<file path="src/rtl/lsu.sv">
// rtl/lsu.sv - RV32I load/store unit driving a request/grant/response data bus.
// One access per instruction; stall holds the PC until the single-cycle done pulse.
module lsu #(
  parameter int unsigned TIMEOUT = 255
) (
  input  logic        clk,
  input  logic        rst,
  input  logic        req_valid,
  input  logic        req_wen,
  input  logic [2:0]  req_mode,
  input  logic [31:0] req_addr,
  input  logic [31:0] req_wdata,
  output logic        stall,
  output logic        done,
  output logic        err,
  output logic [31:0] rdata,
  output logic        bus_req,
  output logic        bus_we,
  output logic [31:0] bus_addr,
  output logic [3:0]  bus_be,
  output logic [31:0] bus_wdata,
  input  logic        bus_gnt,
  input  logic        bus_rvalid,
  input  logic [31:0] bus_rdata
);

  typedef enum logic [1:0] {IDLE, REQ, WAIT, DONE} state_t;

  localparam int unsigned CW = (TIMEOUT < 2) ? 1 : $clog2(TIMEOUT + 1);
  localparam logic [CW-1:0] TLIM = CW'((TIMEOUT == 0) ? 0 : TIMEOUT - 1);

  state_t        state_q, state_d;
  logic [CW-1:0] cnt_q, cnt_d;
  logic          we_q, we_d;
  logic [31:0]   addr_q, addr_d;
  logic [3:0]    be_q, be_d;
  logic [31:0]   wdata_q, wdata_d;
  logic [2:0]    mode_q, mode_d;
  logic [1:0]    off_q, off_d;
  logic [31:0]   rdata_q, rdata_d;
  logic          err_q, err_d;

  logic          illegal;
  logic          timeout_hit;
  logic [3:0]    be_new;
  logic [31:0]   wdata_new;
  logic [31:0]   lane_word;
  logic [15:0]   half;
  logic [31:0]   load_ext;

  always_comb begin
    illegal = 1'b0;
    case (req_mode)
      3'd0:    illegal = 1'b0;
      3'd1:    illegal = req_addr[0];
      3'd2:    illegal = (req_addr[1:0] != 2'b00);
      3'd4:    illegal = req_wen;
      3'd5:    illegal = req_wen || req_addr[0];
      default: illegal = 1'b1;
    endcase
  end

  // Store data is replicated across all lanes; byte enables pick the target lane.
  always_comb begin
    be_new    = 4'b1111;
    wdata_new = 32'h0;
    if (req_wen) begin
      case (req_mode[1:0])
        2'd0: begin
          be_new    = 4'b0001 << req_addr[1:0];
          wdata_new = {4{req_wdata[7:0]}};
        end
        2'd1: begin
          be_new    = req_addr[1] ? 4'b1100 : 4'b0011;
          wdata_new = {2{req_wdata[15:0]}};
        end
        default: begin
          be_new    = 4'b1111;
          wdata_new = req_wdata;
        end
      endcase
    end
  end

  always_comb begin
    lane_word = bus_rdata >> {off_q, 3'b000};
    half      = off_q[1] ? bus_rdata[31:16] : bus_rdata[15:0];
    case (mode_q)
      3'd0:    load_ext = {{24{lane_word[7]}}, lane_word[7:0]};
      3'd1:    load_ext = {{16{half[15]}}, half};
      3'd4:    load_ext = {24'h0, lane_word[7:0]};
      3'd5:    load_ext = {16'h0, half};
      default: load_ext = bus_rdata;
    endcase
  end

  assign timeout_hit = (TIMEOUT != 0) && (cnt_q == TLIM);

  always_comb begin
    state_d = state_q;
    cnt_d   = cnt_q;
    we_d    = we_q;
    addr_d  = addr_q;
    be_d    = be_q;
    wdata_d = wdata_q;
    mode_d  = mode_q;
    off_d   = off_q;
    rdata_d = rdata_q;
    err_d   = err_q;
    case (state_q)
      IDLE: begin
        if (req_valid) begin
          if (illegal) begin
            err_d   = 1'b1;
            state_d = DONE;
          end else begin
            we_d    = req_wen;
            addr_d  = {req_addr[31:2], 2'b00};
            be_d    = be_new;
            wdata_d = wdata_new;
            mode_d  = req_mode;
            off_d   = req_addr[1:0];
            cnt_d   = '0;
            err_d   = 1'b0;
            state_d = REQ;
          end
        end
      end
      REQ: begin
        cnt_d = cnt_q + 1'b1;
        // A grant landing on the timeout cycle loses to the abort.
        if (timeout_hit) begin
          err_d   = 1'b1;
          state_d = DONE;
        end else if (bus_gnt) begin
          state_d = we_q ? DONE : WAIT;
        end
      end
      WAIT: begin
        cnt_d = cnt_q + 1'b1;
        if (timeout_hit) begin
          err_d   = 1'b1;
          state_d = DONE;
        end else if (bus_rvalid) begin
          rdata_d = load_ext;
          state_d = DONE;
        end
      end
      default: state_d = IDLE;
    endcase
  end

  always_ff @(posedge clk) begin
    if (rst) begin
      state_q <= IDLE;
      cnt_q   <= '0;
      we_q    <= 1'b0;
      addr_q  <= 32'h0;
      be_q    <= 4'h0;
      wdata_q <= 32'h0;
      mode_q  <= 3'd0;
      off_q   <= 2'd0;
      rdata_q <= 32'h0;
      err_q   <= 1'b0;
    end else begin
      state_q <= state_d;
      cnt_q   <= cnt_d;
      we_q    <= we_d;
      addr_q  <= addr_d;
      be_q    <= be_d;
      wdata_q <= wdata_d;
      mode_q  <= mode_d;
      off_q   <= off_d;
      rdata_q <= rdata_d;
      err_q   <= err_d;
    end
  end

  assign done      = (state_q == DONE);
  assign err       = done && err_q;
  assign stall     = !rst && req_valid && !done;
  assign rdata     = rdata_q;
  assign bus_req   = (state_q == REQ);
  assign bus_we    = we_q;
  assign bus_addr  = addr_q;
  assign bus_be    = be_q;
  assign bus_wdata = wdata_q;

endmodule

</file>
<file path="config.mk">
export PLATFORM = sky130hd
export DESIGN_NAME = lsu
export DESIGN_NICKNAME = d
export VERILOG_FILES = /design/src/rtl/lsu.sv
export SDC_FILE = /design/constraint.sdc
export NUM_CORES = 1
export LEC_CHECK = 0
export ABC_CLOCK_PERIOD_IN_PS = 6150
export BUFFER_PORTS_ARGS = -buffer_cell sky130_fd_sc_hd__buf_2
export CAP_MARGIN = 20
export CORE_MARGIN = 4
export CORE_UTILIZATION = 50
export DETAILED_ROUTE_END_ITERATION = 16
export PLACE_DENSITY = 0.82
export SYNTH_ARGS = -nofsm -noshare
export SYNTH_HDL_FRONTEND = slang
export SYNTH_SLANG_ARGS = --single-unit
</file>
<file path="constraint.sdc">
create_clock -name clk -period 6.15 [get_ports clk]
set_clock_uncertainty 0.2 [all_clocks]
set_input_delay 0.615 -clock clk [delete_from_list [all_inputs] [get_ports clk]]
set_output_delay 0.615 -clock clk [all_outputs]
set_load 0.005 [all_outputs]
</file>
==> results of run 1 <==
-- sequential cells by signal, indices dropped and copies added, names as in the netlist --
| register | cells |
|---|---|
| off_q | 2 |
| bus_we | 1 |
| mode_q | 3 |
| state_q | 2 |
| cnt_q | 8 |
| bus_addr | 30 |
| rdata | 32 |
| bus_be | 4 |
| bus_wdata | 32 |
| err_q | 1 |
-- power groups by stage --
stage | Clock [uW] | Combinational [uW] | Sequential (uW)
after floorplan | 0 | 286 | 891
after global placement | 0 | 442 | 893
after detailed placement | 0 | 459 | 897
after CTS | 970 | 463 | 882
after global routing | 1010 | 524 | 894
final | 957 | 472 | 884
-- critical path: cells and delay by family, from the launching register on --
kind / cells / cell delay (ps)
DFF: 1 / 330
AOI/OAI and AO/OA: 2 / 420
buffers and inverters: 2 / 330
and+or+nand+nor: 2 / 1070
adders and majority gates: 1 / 280
-- Yosys cell counts, types with 3 or more instances --
cell type | count | share of area [%]
sky130_fd_sc_hd__dfxtp_1 | 115 | 43
sky130_fd_sc_hd__nand2_1 | 112 | 7.9
sky130_fd_sc_hd__a21oi_1 | 63 | 5.9
sky130_fd_sc_hd__mux2i_1 | 47 | 8.8
sky130_fd_sc_hd__nor2_1 | 31 | 2.2
sky130_fd_sc_hd__clkbuf_1 | 30 | 2.1
sky130_fd_sc_hd__o21ai_0 | 23 | 2.2
sky130_fd_sc_hd__a211oi_1 | 21 | 3.0
sky130_fd_sc_hd__a22o_1 | 18 | 3.0
sky130_fd_sc_hd__nand3b_1 | 14 | 2.0
sky130_fd_sc_hd__o221ai_1 | 13 | 2.1
sky130_fd_sc_hd__nor2b_1 | 11 | 1.3
sky130_fd_sc_hd__buf_2 | 10 | 0.94
sky130_fd_sc_hd__o2bb2ai_2 | 10 | 2.8
sky130_fd_sc_hd__inv_1 | 7 | 0.49
sky130_fd_sc_hd__ha_1 | 6 | 1.4
sky130_fd_sc_hd__nand2b_1 | 6 | 0.70
sky130_fd_sc_hd__nand3_1 | 6 | 0.56
sky130_fd_sc_hd__o2bb2ai_1 | 6 | 0.99
sky130_fd_sc_hd__or3b_2 | 6 | 0.99
sky130_fd_sc_hd__buf_4 | 5 | 0.70
sky130_fd_sc_hd__nor3b_1 | 3 | 0.42
-- per-stage QoR --
step | util, % | hold slack [ps] | instances
finish | 67.3 | 136 | 939
global route | 67.3 | 120 | 939
CTS | 66.9 | 122 | 937
detailed placement | 61.4 | 244 | 905
global placement | 61.3 | 241 | 904
floorplan | - | 233 | 606
-- area by class of cell --
type	count	area [um^2]
clock inverter	15	161
timing repair buffer	213	1110
fill	816	3390
tap	136	170
sequential	115	2300
inverter	8	30.0
clock buffer	17	414
multi-input combinational	435	2800
-- worst max path at each step --
stage / from / endpoint / slack [ps] / cells after the start
floorplan: req_mode[0] / bus_wdata[26] / 3870 / 6
global placement: req_mode[0] / bus_wdata[24] / 2690 / 6
detailed placement: req_mode[0] / bus_wdata[24] / 2650 / 6
CTS: state_q[0] / bus_wdata[25] / 3040 / 7
global route: state_q[1] / bus_wdata[30] / 3210 / 7
finish: state_q[1] / bus_wdata[1] / 3470 / 7
-- routing by layer --
layer  share of wire [%]  track usage (%)  wire (um)  vias to the layer above
met5                   0                0          0                        -
met4                 2.0             8.11        312                        0
met3                 9.1             7.37       1450                       29
met2                  49             42.3       7800                      272
met1                  40             30.6       6390                     2489
li1                    -                -          -                     2535
-- logic make-up (layout without fill, tap and decap cells) --
group / after synthesis / in the layout / synth area share (%)
and+or+nand+nor: 206 / 206 / 18.5
AOI/OAI and AO/OA: 174 / 174 / 23.4
DFF: 115 / 115 / 43.2
buffers and inverters: 56 / 253 / 4.67
muxes: 47 / 47 / 8.82
adders and majority gates: 6 / 6 / 1.41
other: 1 / 2 / 0.0703
==> impl_metrics.sql, run 1 <==
INSERT INTO impl_metrics (metric_group, metric, value, unit) VALUES
('synthesis', 'yosysUniqueCellTypes', '55', ''),
('synthesis', 'yosysWarnings', '0', ''),
('synthesis', 'syn-instance-count', '605', ''),
('grt', 'grt_pass1_vias', '5195', ''),
('worst_setup_path', 'cp_data_required_time', '6400', 'ps'),
('timing', 'timing.final.hold_violations', '0', ''),
('synthesis', 'avgSynthCellArea', '8.82', 'um^2'),
('timing', 'timing.final.crit_period', '2680', 'ps'),
('worst_setup_path', 'worst_reg2reg_path_length_in_cells', '7', ''),
('clock_tree', 'tritoncts', 'done', ''),
('finish', 'final_common_cell', 'sky130_fd_sc_hd__buf_2', ''),
('finish', 'antenna-diode-count', '0', ''),
('grt', 'grt_overflow', '0', ''),
('grt', 'global_route.usage.total', '25.1', '%'),
('routing', 'number_of_vias_in_the_routed_layout', '5325', ''),
('worst_hold_path', 'hold-path-cell-count', '3', ''),
('grt', 'grt_start_max_net_pins', '96', ''),
('routing', 'drt_pass1_iterations', '5', ''),
('power', 'power_report.internal_total', '1580', 'uW'),
('timing', 'maxClockFrequency', '373', 'MHz'),
('die', 'ios', '210', ''),
('power', 'power_frac_comb', '20.4', '%'),
('timing', 'setup_viol', '0', ''),
('power', 'sw_frac_of_total', '31.5', '%'),
('clock_tree', 'cts_hold_repair.buffers', '0', ''),
('power', 'power.clock.fraction', '41.4', '%'),
('clock_tree', 'clk_path_buf_depth', '2', ''),
('worst_setup_path', 'timing.setup.critical_path_class', 'flop to flop', ''),
('finish', 'nNetsFinal', '901', ''),
('finish', 'proportion_of_layout_cells_with_a_drive_suffix_above_1', '33.6', '%'),
('timing', 'setup-tns-final', '0', 'ps'),
('finish', 'area_growth', '30.9', '%'),
('worst_setup_path', 'reg2reg_from', 'state_q[1]', ''),
('clock_tree', 'cts.clk_slew.worst_paths', '60', 'ps'),
('worst_hold_path', 'holdCritStartpoint', 'req_addr[22]', ''),
('power', 'seqPwrFrac', '38.2', '%'),
('placed_design', 'place_area', '6370', 'um^2'),
('clock_tree', 'clk_root_buffer_cell', 'sky130_fd_sc_hd__clkbuf_8', ''),
('routing', 'detail_route.iter0.violations', '490', ''),
('finish', 'mostFrequentLayoutCells', 'sky130_fd_sc_hd__buf_2, sky130_fd_sc_hd__dfxtp_1, sky130_fd_sc_hd__nand2_1', ''),
('placed_design', 'portBuffers', '207', ''),
('timing', 'final.period_utilization', '43.6', '%'),
('die', 'initial_utilization', '51.4', '%'),
('placed_design', 'dp_worst_setup_slack', '2650', 'ps'),
('worst_setup_path', 'cp_slowest_stage_delay', '770', 'ps'),
('routing', 'post_route_wl', '16000', 'um'),
('placed_design', 'dp_hpwl', '11200', 'um'),
('clock_tree', 'cts_resizes', '0', ''),
('worst_setup_path', 'crit_path_max_fanout', '42', ''),
('timing', 'setup_slack', '3470', 'ps'),
('worst_setup_path', 'cp.arrival', '2940', 'ps'),
('timing', 'worstMarginPinSlew', '1040', 'ps'),
('clock_tree', 'cts.sink_count', '115', ''),
('run_status', 'run_status', 'completed', ''),
('die', 'horizontal_die_dimension', '111', 'um'),
('die', 'die_area', '12400', 'um^2'),
('power', 'power.total', '2310', 'uW'),
('timing', 'grt_setup_unrepaired', 'no', ''),
('die', 'coreArea', '10400', 'um^2'),
('worst_setup_path', 'startpoint_type', 'flop', ''),
('synthesis', 'post_synth_edffs', '0', ''),
('worst_setup_path', 'reg2reg_capture_point', 'bus_wdata[1]', ''),
('worst_setup_path', 'cell_chain_of_the_critical_path', 'inv_1, ha_1, and2_1, o21ai_4, buf_12, nor3b_2, a22o_1', ''),
('routing', 'remaining_routing_drc_violations', '0', ''),
('clock_tree', 'cts-buffers-inserted', '17', ''),
('timing', 'slew_headroom', '30.3', '%'),
('grt', 'number_of_antenna_violations_at_the_first_check_in_global_routing', '0', ''),
('worst_setup_path', 'worstSetupEndpointType', 'flop', ''),
('die', 'die_height', '111', 'um'),
('synthesis', 'postSynthRegisterBits', '115', ''),
('placed_design', 'finalWeightedCongestion', '0.876', '');
Power figures use the tool's default switching activity.
==> inputs of run 2 (changes only) <==
- ABC_CLOCK_PERIOD_IN_PS: 6150 -> 2800
- CORE_UTILIZATION: 50 -> 49
- PLACE_DENSITY: 0.82 -> 0.8
- clock period: 6.15 -> 2.8 ns (I/O delays scaled with it)
==> run 2 against run 1 <==
Cell count up 11%; core utilization increased by 9.1 points; critical path depth unchanged; die area rose by 1.9%; setup slack got worse by 3300 ps; sequential share of layout area decreased by 4.2 points; global-route usage is 6.4 points higher; via count rose by 16%; wire length is 25% higher; first-iteration DRC count up 22%; non-clock buffer count increased by 105; total power increased by 130%; largest cell class unchanged.
==> impl_metrics.sql, run 2 (synthesis gave the netlist of run 1 again) <==
INSERT INTO impl_metrics (metric_group, metric, value, unit) VALUES
('clock_tree', 'clk_root_buffer_cell', 'sky130_fd_sc_hd__clkbuf_8', ''),
('die', 'coreArea', '10500', 'um^2'),
('routing', 'final_antenna_net_count', '0', ''),
('worst_setup_path', 'timing.setup.critical_path_class', 'primary input to flop', ''),
('finish', 'area_growth', '49.9', '%'),
('placed_design', 'portBuffers', '207', ''),
('routing', 'number_of_vias_in_the_routed_layout', '6155', ''),
('routing', 'via_per_inst', '5.90', ''),
('placed_design', 'place_area', '6440', 'um^2'),
('grt', 'grt_pass1_vias', '6300', ''),
('worst_hold_path', 'hold_class', 'primary input to flop', ''),
('worst_setup_path', 'endpoint', 'bus_wdata[12]', ''),
('grt', 'grt_start_max_net_pins', '57', ''),
('power', 'peakVddDrop', '0.000443', 'V'),
('die', 'ios', '210', ''),
('die', 'placement_rows', '37', ''),
('die', 'die_area', '12600', 'um^2'),
('job', 'maxCapViolations', '0', ''),
('routing', 'route.detailed.wl_per_inst', '19.1', 'um'),
('worst_setup_path', 'startpoint_type', 'primary input', ''),
('finish', 'proportion_of_layout_cells_with_a_drive_suffix_above_1', '30.5', '%'),
('power', 'power_leakage', '0.00348', 'uW'),
('grt', 'grt_overflow', '0', ''),
('clock_tree', 'cts.sink_count', '115', ''),
('clock_tree', 'htreeDepth', '4', ''),
('worst_setup_path', 'cp.arrival', '2880', 'ps'),
('finish', 'n_fill_cell', '674', ''),
('timing', 'final.period_utilization', '95.2', '%'),
('worst_setup_path', 'worstSetupEndpointType', 'flop', ''),
('clock_tree', 'cts.clk_slew.worst_paths', '60', 'ps'),
('die', 'die_height', '112', 'um'),
('timing', 'grt_setup_unrepaired', 'no', ''),
('worst_setup_path', 'timing.critical_path.from', 'req_addr[0]', ''),
('finish', 'final_common_cell', 'sky130_fd_sc_hd__buf_2', ''),
('worst_setup_path', 'crit_path_max_fanout', '43', ''),
('worst_setup_path', 'worst_reg2reg_path_length_in_cells', '7', ''),
('clock_tree', 'insertion_delay', '510', 'ps'),
('grt', 'number_of_antenna_violations_at_the_first_check_in_global_routing', '0', ''),
('die', 'horizontal_die_dimension', '112', 'um'),
('timing', 'worstMarginPinSlew', '896', 'ps'),
('timing', 'slew_headroom', '40.0', '%'),
('clock_tree', 'cts-buffers-inserted', '17', ''),
('placed_design', 'dp_worst_setup_slack', '204', 'ps'),
('timing', 'final_max_slew_viol_count', '0', ''),
('finish', 'mostFrequentLayoutCells', 'sky130_fd_sc_hd__buf_2, sky130_fd_sc_hd__dfxtp_1, sky130_fd_sc_hd__nand2_1', ''),
('clock_tree', 'clk_path_buf_depth', '2', ''),
('die', 'initial_utilization', '51.0', '%'),
('grt', 'global_route.usage.total', '31.5', '%'),
('routing', 'post_route_wl', '19900', 'um'),
('routing', 'drt_pass1_iterations', '6', ''),
('clock_tree', 'tritoncts', 'done', ''),
('timing', 'setup_slack', '135', 'ps'),
('timing', 'timing.final.hold_violations', '0', ''),
('timing', 'setup_viol', '0', ''),
('routing', 'detail_route.iter0.violations', '598', ''),
('run_status', 'run_status', 'completed', ''),
('timing', 'setup-tns-final', '0', 'ps'),
('worst_setup_path', 'reg2reg_capture_point', 'bus_wdata[12]', ''),
('placed_design', 'finalWeightedCongestion', '0.888', ''),
('timing', 'maxClockFrequency', '375', 'MHz'),
('worst_setup_path', 'cp_data_required_time', '3010', 'ps'),
('finish', 'nNetsFinal', '1006', ''),
('timing', 'timing.final.crit_period', '2660', 'ps'),
('finish', 'final_cell_area', '7990', 'um^2'),
('worst_setup_path', 'reg2reg_from', 'state_q[0]', ''),
('grt', 'grt_first_pass_wirelength', '32000', 'um'),
('routing', 'remaining_routing_drc_violations', '0', ''),
('placed_design', 'dp_hpwl', '11500', 'um'),
('power', 'cellPowerDensity', '654', 'nW/um^2'),
('worst_setup_path', 'reg2reg_slack', '190', 'ps'),
('finish', 'antenna-diode-count', '0', '');
==> run 2: cell types whose count changed in the layout (fill, tap and decap cells not counted), moves of 2 or more <==
cell / before / now
sky130_fd_sc_hd__buf_12: 2 / 0
sky130_fd_sc_hd__clkbuf_8: 1 / 3
sky130_fd_sc_hd__dlygate4sd3_1: 0 / 97
sky130_fd_sc_hd__clkinv_2: 0 / 3
sky130_fd_sc_hd__inv_8: 5 / 0
sky130_fd_sc_hd__inv_6: 5 / 1
sky130_fd_sc_hd__buf_4: 4 / 14
==> run 2: worst min-delay path by stage <==
stage | from | end | slack (ps) | cells past startpoint
final | rst | bus_wdata[17] | 10 | 3
after global routing | rst | bus_wdata[17] | 4 | 3
after CTS | bus_rdata[14] | rdata[14] | 1 | 3
after detailed placement | rdata[4] | rdata[4] | 240 | 2
after global placement | bus_addr[27] | bus_addr[27] | 240 | 2
after floorplan | req_wdata[6] | bus_wdata[6] | 210 | 1
==> run 2: final cells by class <==
cell class | count | area [um^2] | share of cell area, %
Multi-Input combinational cell | 435 | 2800 | 35.1
Clock inverter | 12 | 131 | 1.64
Sequential cell | 115 | 2300 | 28.8
Tap cell | 136 | 170 | 2.13
Timing Repair Buffer | 318 | 2110 | 26.4
Inverter | 8 | 30.0 | 0.376
Clock buffer | 20 | 445 | 5.57
==> run 2: metrics by stage <==
| step | hold slack (ps) | cells | util [%] | power, uW |
|---|---|---|---|---|
| after floorplan | 213 | 606 | - | 2590 |
| after global placement | 240 | 915 | 61.6 | 2950 |
| after detailed placement | 244 | 915 | 61.6 | 2990 |
| after CTS | 1.17 | 1044 | 76.4 | 5200 |
| after global routing | 3.71 | 1044 | 76.4 | 5460 |
| final | 14.4 | 1044 | 76.4 | 5230 |
==> run 2: report_power, final <==
group          switching (uW)  internal, uW  total (uW)
combinational             653           534        1190
sequential                124          1820        1940
clock                     791          1310        2100
==> run 2: critical path, cell delays in order <==
cell	delay, ps
sky130_fd_sc_hd__dlygate4sd3_1	550
sky130_fd_sc_hd__buf_2	180
sky130_fd_sc_hd__or4_4	570
sky130_fd_sc_hd__a21boi_4	180
sky130_fd_sc_hd__buf_4	440
sky130_fd_sc_hd__nand3b_4	340
sky130_fd_sc_hd__o2bb2ai_1	320
==> run 2: per-layer routing <==
metal	vias up	GRT usage (%)	wire length, um
met5	-	0	0
met4	0	17.1	1050
met3	98	9.43	1890
li1	2751	-	-
met2	419	54.0	9870
met1	2887	34.9	7120
==> run 2: timing repair <==
action / in CTS / in global routing
buffers inserted: 0 / 0
hold buffers: 97 / 0
setup endpoints to repair: 0 / 14
gates resized for setup: 0 / 1
endpoints found under the hold margin: 99 / 0
==> inputs of run 3 (changes only) <==
- ABC_AREA: not set -> 1
==> run 3 against run 2 <==
Via count is 5.0% higher; non-clock buffer count is 8 lower; first-iteration DRC count is 7.9% higher; sequential power is 4% higher; global-route usage is 2.8 points lower; clock-buffer cell count stayed put; register-to-register slack better by 280 ps; clock power is 13% higher; flip-flop and latch count stayed put; design area hardly changed; critical path type is now flop to flop; critical endpoint is now rdata[17].
==> impl_metrics.sql, run 3 <==
INSERT INTO impl_metrics (metric_group, metric, value, unit) VALUES
('power', 'peakVddDrop', '0.000505', 'V'),
('synthesis', 'ys_seq_area_share', '42.5', '%'),
('routing', 'drt_pass1_iterations', '10', ''),
('power', 'cellPowerDensity', '735', 'nW/um^2'),
('timing', 'min_hold_slack', '46.8', 'ps'),
('worst_hold_path', 'holdCritStartpoint', 'req_mode[1]', ''),
('die', 'ios', '210', ''),
('routing', 'post_route_wl', '19000', 'um'),
('synthesis', 'synth_ff_type', 'sky130_fd_sc_hd__dfxtp_1', ''),
('power', 'power_frac_comb', '25.3', '%'),
('grt', 'grt_overflow', '0', ''),
('die', 'initial_utilization', '49.9', '%'),
('placed_design', 'dp_hpwl', '11300', 'um'),
('synthesis', 'avgSynthCellArea', '6.96', 'um^2'),
('timing', 'worstMarginPinSlew', '829', 'ps'),
('synthesis', 'synth.top_cells.by_count', 'sky130_fd_sc_hd__nand2_1, sky130_fd_sc_hd__nor2_1, sky130_fd_sc_hd__dfxtp_1', ''),
('timing', 'slew_headroom', '44.7', '%'),
('placed_design', 'portBuffers', '207', ''),
('worst_setup_path', 'timing.setup.critical_path_class', 'flop to flop', ''),
('finish', 'nNetsFinal', '1170', ''),
('clock_tree', 'clk_path_buf_depth', '2', ''),
('placed_design', 'finalWeightedCongestion', '0.935', ''),
('grt', 'global_route.usage.total', '28.7', '%'),
('clock_tree', 'insertion_delay', '510', 'ps'),
('die', 'horizontal_die_dimension', '113', 'um'),
('worst_setup_path', 'startpoint_type', 'flop', ''),
('die', 'placement_rows', '38', ''),
('clock_tree', 'tritoncts', 'done', ''),
('power', 'seqPwrFrac', '34.2', '%'),
('synthesis', 'synth_most_common_cell', 'sky130_fd_sc_hd__nand2_1', ''),
('job', 'maxCapViolations', '0', ''),
('clock_tree', 'cts.sink_count', '115', ''),
('synthesis', 'postSynthRegisterBits', '115', ''),
('run_status', 'run_status', 'completed', ''),
('worst_hold_path', 'hold-path-cell-count', '5', ''),
('power', 'power_report.internal_total', '4090', 'uW'),
('power', 'power.total', '5870', 'uW'),
('timing', 'timing.final.crit_period', '2330', 'ps'),
('worst_setup_path', 'reg2reg_slack', '470', 'ps'),
('synthesis', 'yosysUniqueCellTypes', '34', ''),
('finish', 'final_cell_area', '7990', 'um^2'),
('timing', 'setup_slack', '474', 'ps'),
('synthesis', 'post_synth_edffs', '0', ''),
('worst_setup_path', 'cp.arrival', '2520', 'ps'),
('clock_tree', 'htreeDepth', '4', ''),
('routing', 'number_of_vias_in_the_routed_layout', '6464', ''),
('routing', 'via_per_inst', '5.34', ''),
('timing', 'timing.final.hold_violations', '0', ''),
('timing', 'final.period_utilization', '83.1', '%'),
('routing', 'final_antenna_net_count', '0', ''),
('clock_tree', 'cts.clk_slew.worst_paths', '60', 'ps'),
('finish', 'antenna-diode-count', '0', ''),
('worst_setup_path', 'worst_reg2reg_path_length_in_cells', '11', ''),
('power', 'sw_frac_of_total', '30.3', '%'),
('routing', 'route.detailed.wl_per_inst', '15.7', 'um'),
('synthesis', 'synth_top_cell_by_area', 'sky130_fd_sc_hd__dfxtp_1', ''),
('synthesis', 'syn_area', '5410', 'um^2'),
('finish', 'final_common_cell', 'sky130_fd_sc_hd__buf_2', ''),
('power', 'power_leakage', '0.00381', 'uW'),
('finish', 'proportion_of_layout_cells_with_a_drive_suffix_above_1', '24.9', '%'),
('worst_setup_path', 'reg2reg_from', 'cnt_q[0]', ''),
('routing', 'remaining_routing_drc_violations', '0', ''),
('worst_setup_path', 'cp_data_required_time', '3000', 'ps'),
('power', 'power.clock.fraction', '40.5', '%'),
('clock_tree', 'cts_resizes', '0', ''),
('finish', 'mostFrequentLayoutCells', 'sky130_fd_sc_hd__buf_2, sky130_fd_sc_hd__nand2_1, sky130_fd_sc_hd__nor2_1', ''),
('finish', 'area_growth', '47.6', '%'),
('timing', 'setup_viol', '0', ''),
('timing', 'final_max_slew_viol_count', '0', ''),
('grt', 'grt_first_pass_wirelength', '29600', 'um'),
('die', 'die_area', '12800', 'um^2'),
('routing', 'detail_route.iter0.violations', '645', ''),
('worst_hold_path', 'hold_class', 'primary input to flop', ''),
('timing', 'maxClockFrequency', '430', 'MHz'),
('timing', 'setup-tns-final', '0', 'ps'),
('grt', 'grt_pass1_vias', '6228', ''),
('worst_setup_path', 'crit_path_max_fanout', '27', ''),
('clock_tree', 'clk_root_buffer_cell', 'sky130_fd_sc_hd__clkbuf_8', ''),
('clock_tree', 'cts-buffers-inserted', '17', ''),
('synthesis', 'synth_async_sr_flop_share', '0', '%'),
('power', 'switchingPower', '1780', 'uW'),
('die', 'coreArea', '10800', 'um^2'),
('synthesis', 'netlist_top_cells_area', 'sky130_fd_sc_hd__dfxtp_1, sky130_fd_sc_hd__nand2_1, sky130_fd_sc_hd__nor2_1', ''),
('synthesis', 'yosysWarnings', '0', ''),
('placed_design', 'dp_worst_setup_slack', '556', 'ps'),
('die', 'die_height', '113', 'um'),
('placed_design', 'place_area', '6400', 'um^2'),
('grt', 'number_of_antenna_violations_at_the_first_check_in_global_routing', '0', ''),
('worst_hold_path', 'min_to', 'bus_wdata[21]', ''),
('synthesis', 'yosysTopAreaCellShare', '42.5', '%'),
('worst_setup_path', 'reg2reg_capture_point', 'rdata[17]', ''),
('timing', 'grt_setup_unrepaired', 'no', ''),
('synthesis', 'syn-instance-count', '778', ''),
('grt', 'grt_start_max_net_pins', '44', ''),
('worst_setup_path', 'worstSetupEndpointType', 'flop', '');
run 3: how the worst max path moves through the flow:
| stage | slack [ps] | end | cells after the start | from |
|---|---|---|---|---|
| final | 470 | rdata[17] | 11 | cnt_q[0] |
| after global routing | 330 | rdata[10] | 10 | cnt_q[0] |
| after global placement | 610 | cnt_q[6] | 11 | state_q[0] |
| after detailed placement | 560 | rdata[11] | 10 | cnt_q[0] |
| after floorplan | 1080 | rdata[28] | 12 | cnt_q[0] |
| after CTS | 520 | rdata[9] | 10 | cnt_q[0] |
run 3: what timing repair did:
item | 4_1_cts | 5_1_grt
hold buffers | 95 | 0
buffers inserted | 0 | 0
hold endpoints to repair | 99 | 0
run 3: area by class of cell:
type / instances / area [um^2]
Clock buffer: 20 / 435
Tap cell: 140 / 175
Multi-Input combinational cell: 572 / 2660
Fill cell: 771 / 2850
Sequential cell: 115 / 2300
Timing Repair Buffer: 310 / 2050
Inverter: 43 / 161
Clock inverter: 11 / 208
run 3: worst max-delay path: stages, from the launching register on:
cell	delay (ps)
sky130_fd_sc_hd__dfxtp_1	380
sky130_fd_sc_hd__inv_1	80
sky130_fd_sc_hd__ha_1	190
sky130_fd_sc_hd__nand2_1	60
sky130_fd_sc_hd__nor2_1	40
sky130_fd_sc_hd__nand2_2	100
sky130_fd_sc_hd__nand2_2	80
sky130_fd_sc_hd__nor2_4	480
sky130_fd_sc_hd__buf_4	300
sky130_fd_sc_hd__nand2_1	60
sky130_fd_sc_hd__nor2_1	160
sky130_fd_sc_hd__nor2_1	70
run 3: power groups by stage:
stage	sequential, uW	combinational [uW]	clock (uW)
4_1_cts	2000	1440	2400
3_3_place_gp	2030	1310	0
6_report	2010	1490	2380
3_5_place_dp	2030	1330	0
5_1_grt	2030	1660	2470
2_1_floorplan	2010	927	0
run 3: cell families after synthesis:
group | after synthesis | synth area share (%)
compound gates | 209 | 21.2
xor+xnor | 2 | 0.324
fa+ha+maj | 6 | 1.39
buf+inv | 92 | 8.37
flops | 115 | 42.5
other cells | 1 | 0.0693
simple gates | 353 | 26.1
run 3: layer usage:
layer	vias to the layer above	GRT usage, %	routed length (um)
met5	-	0	0
met4	0	14.5	821
met3	83	8.50	1800
met2	392	49.4	9180
met1	2898	32.1	7210
li1	3091	-	-
run 3: per-stage QoR:
stage | utilization [%] | std cells
after floorplan | - | 779
after global placement | 59.0 | 1085
after detailed placement | 59.0 | 1085
after CTS | 73.7 | 1211
after global routing | 73.7 | 1211
final | 73.7 | 1211
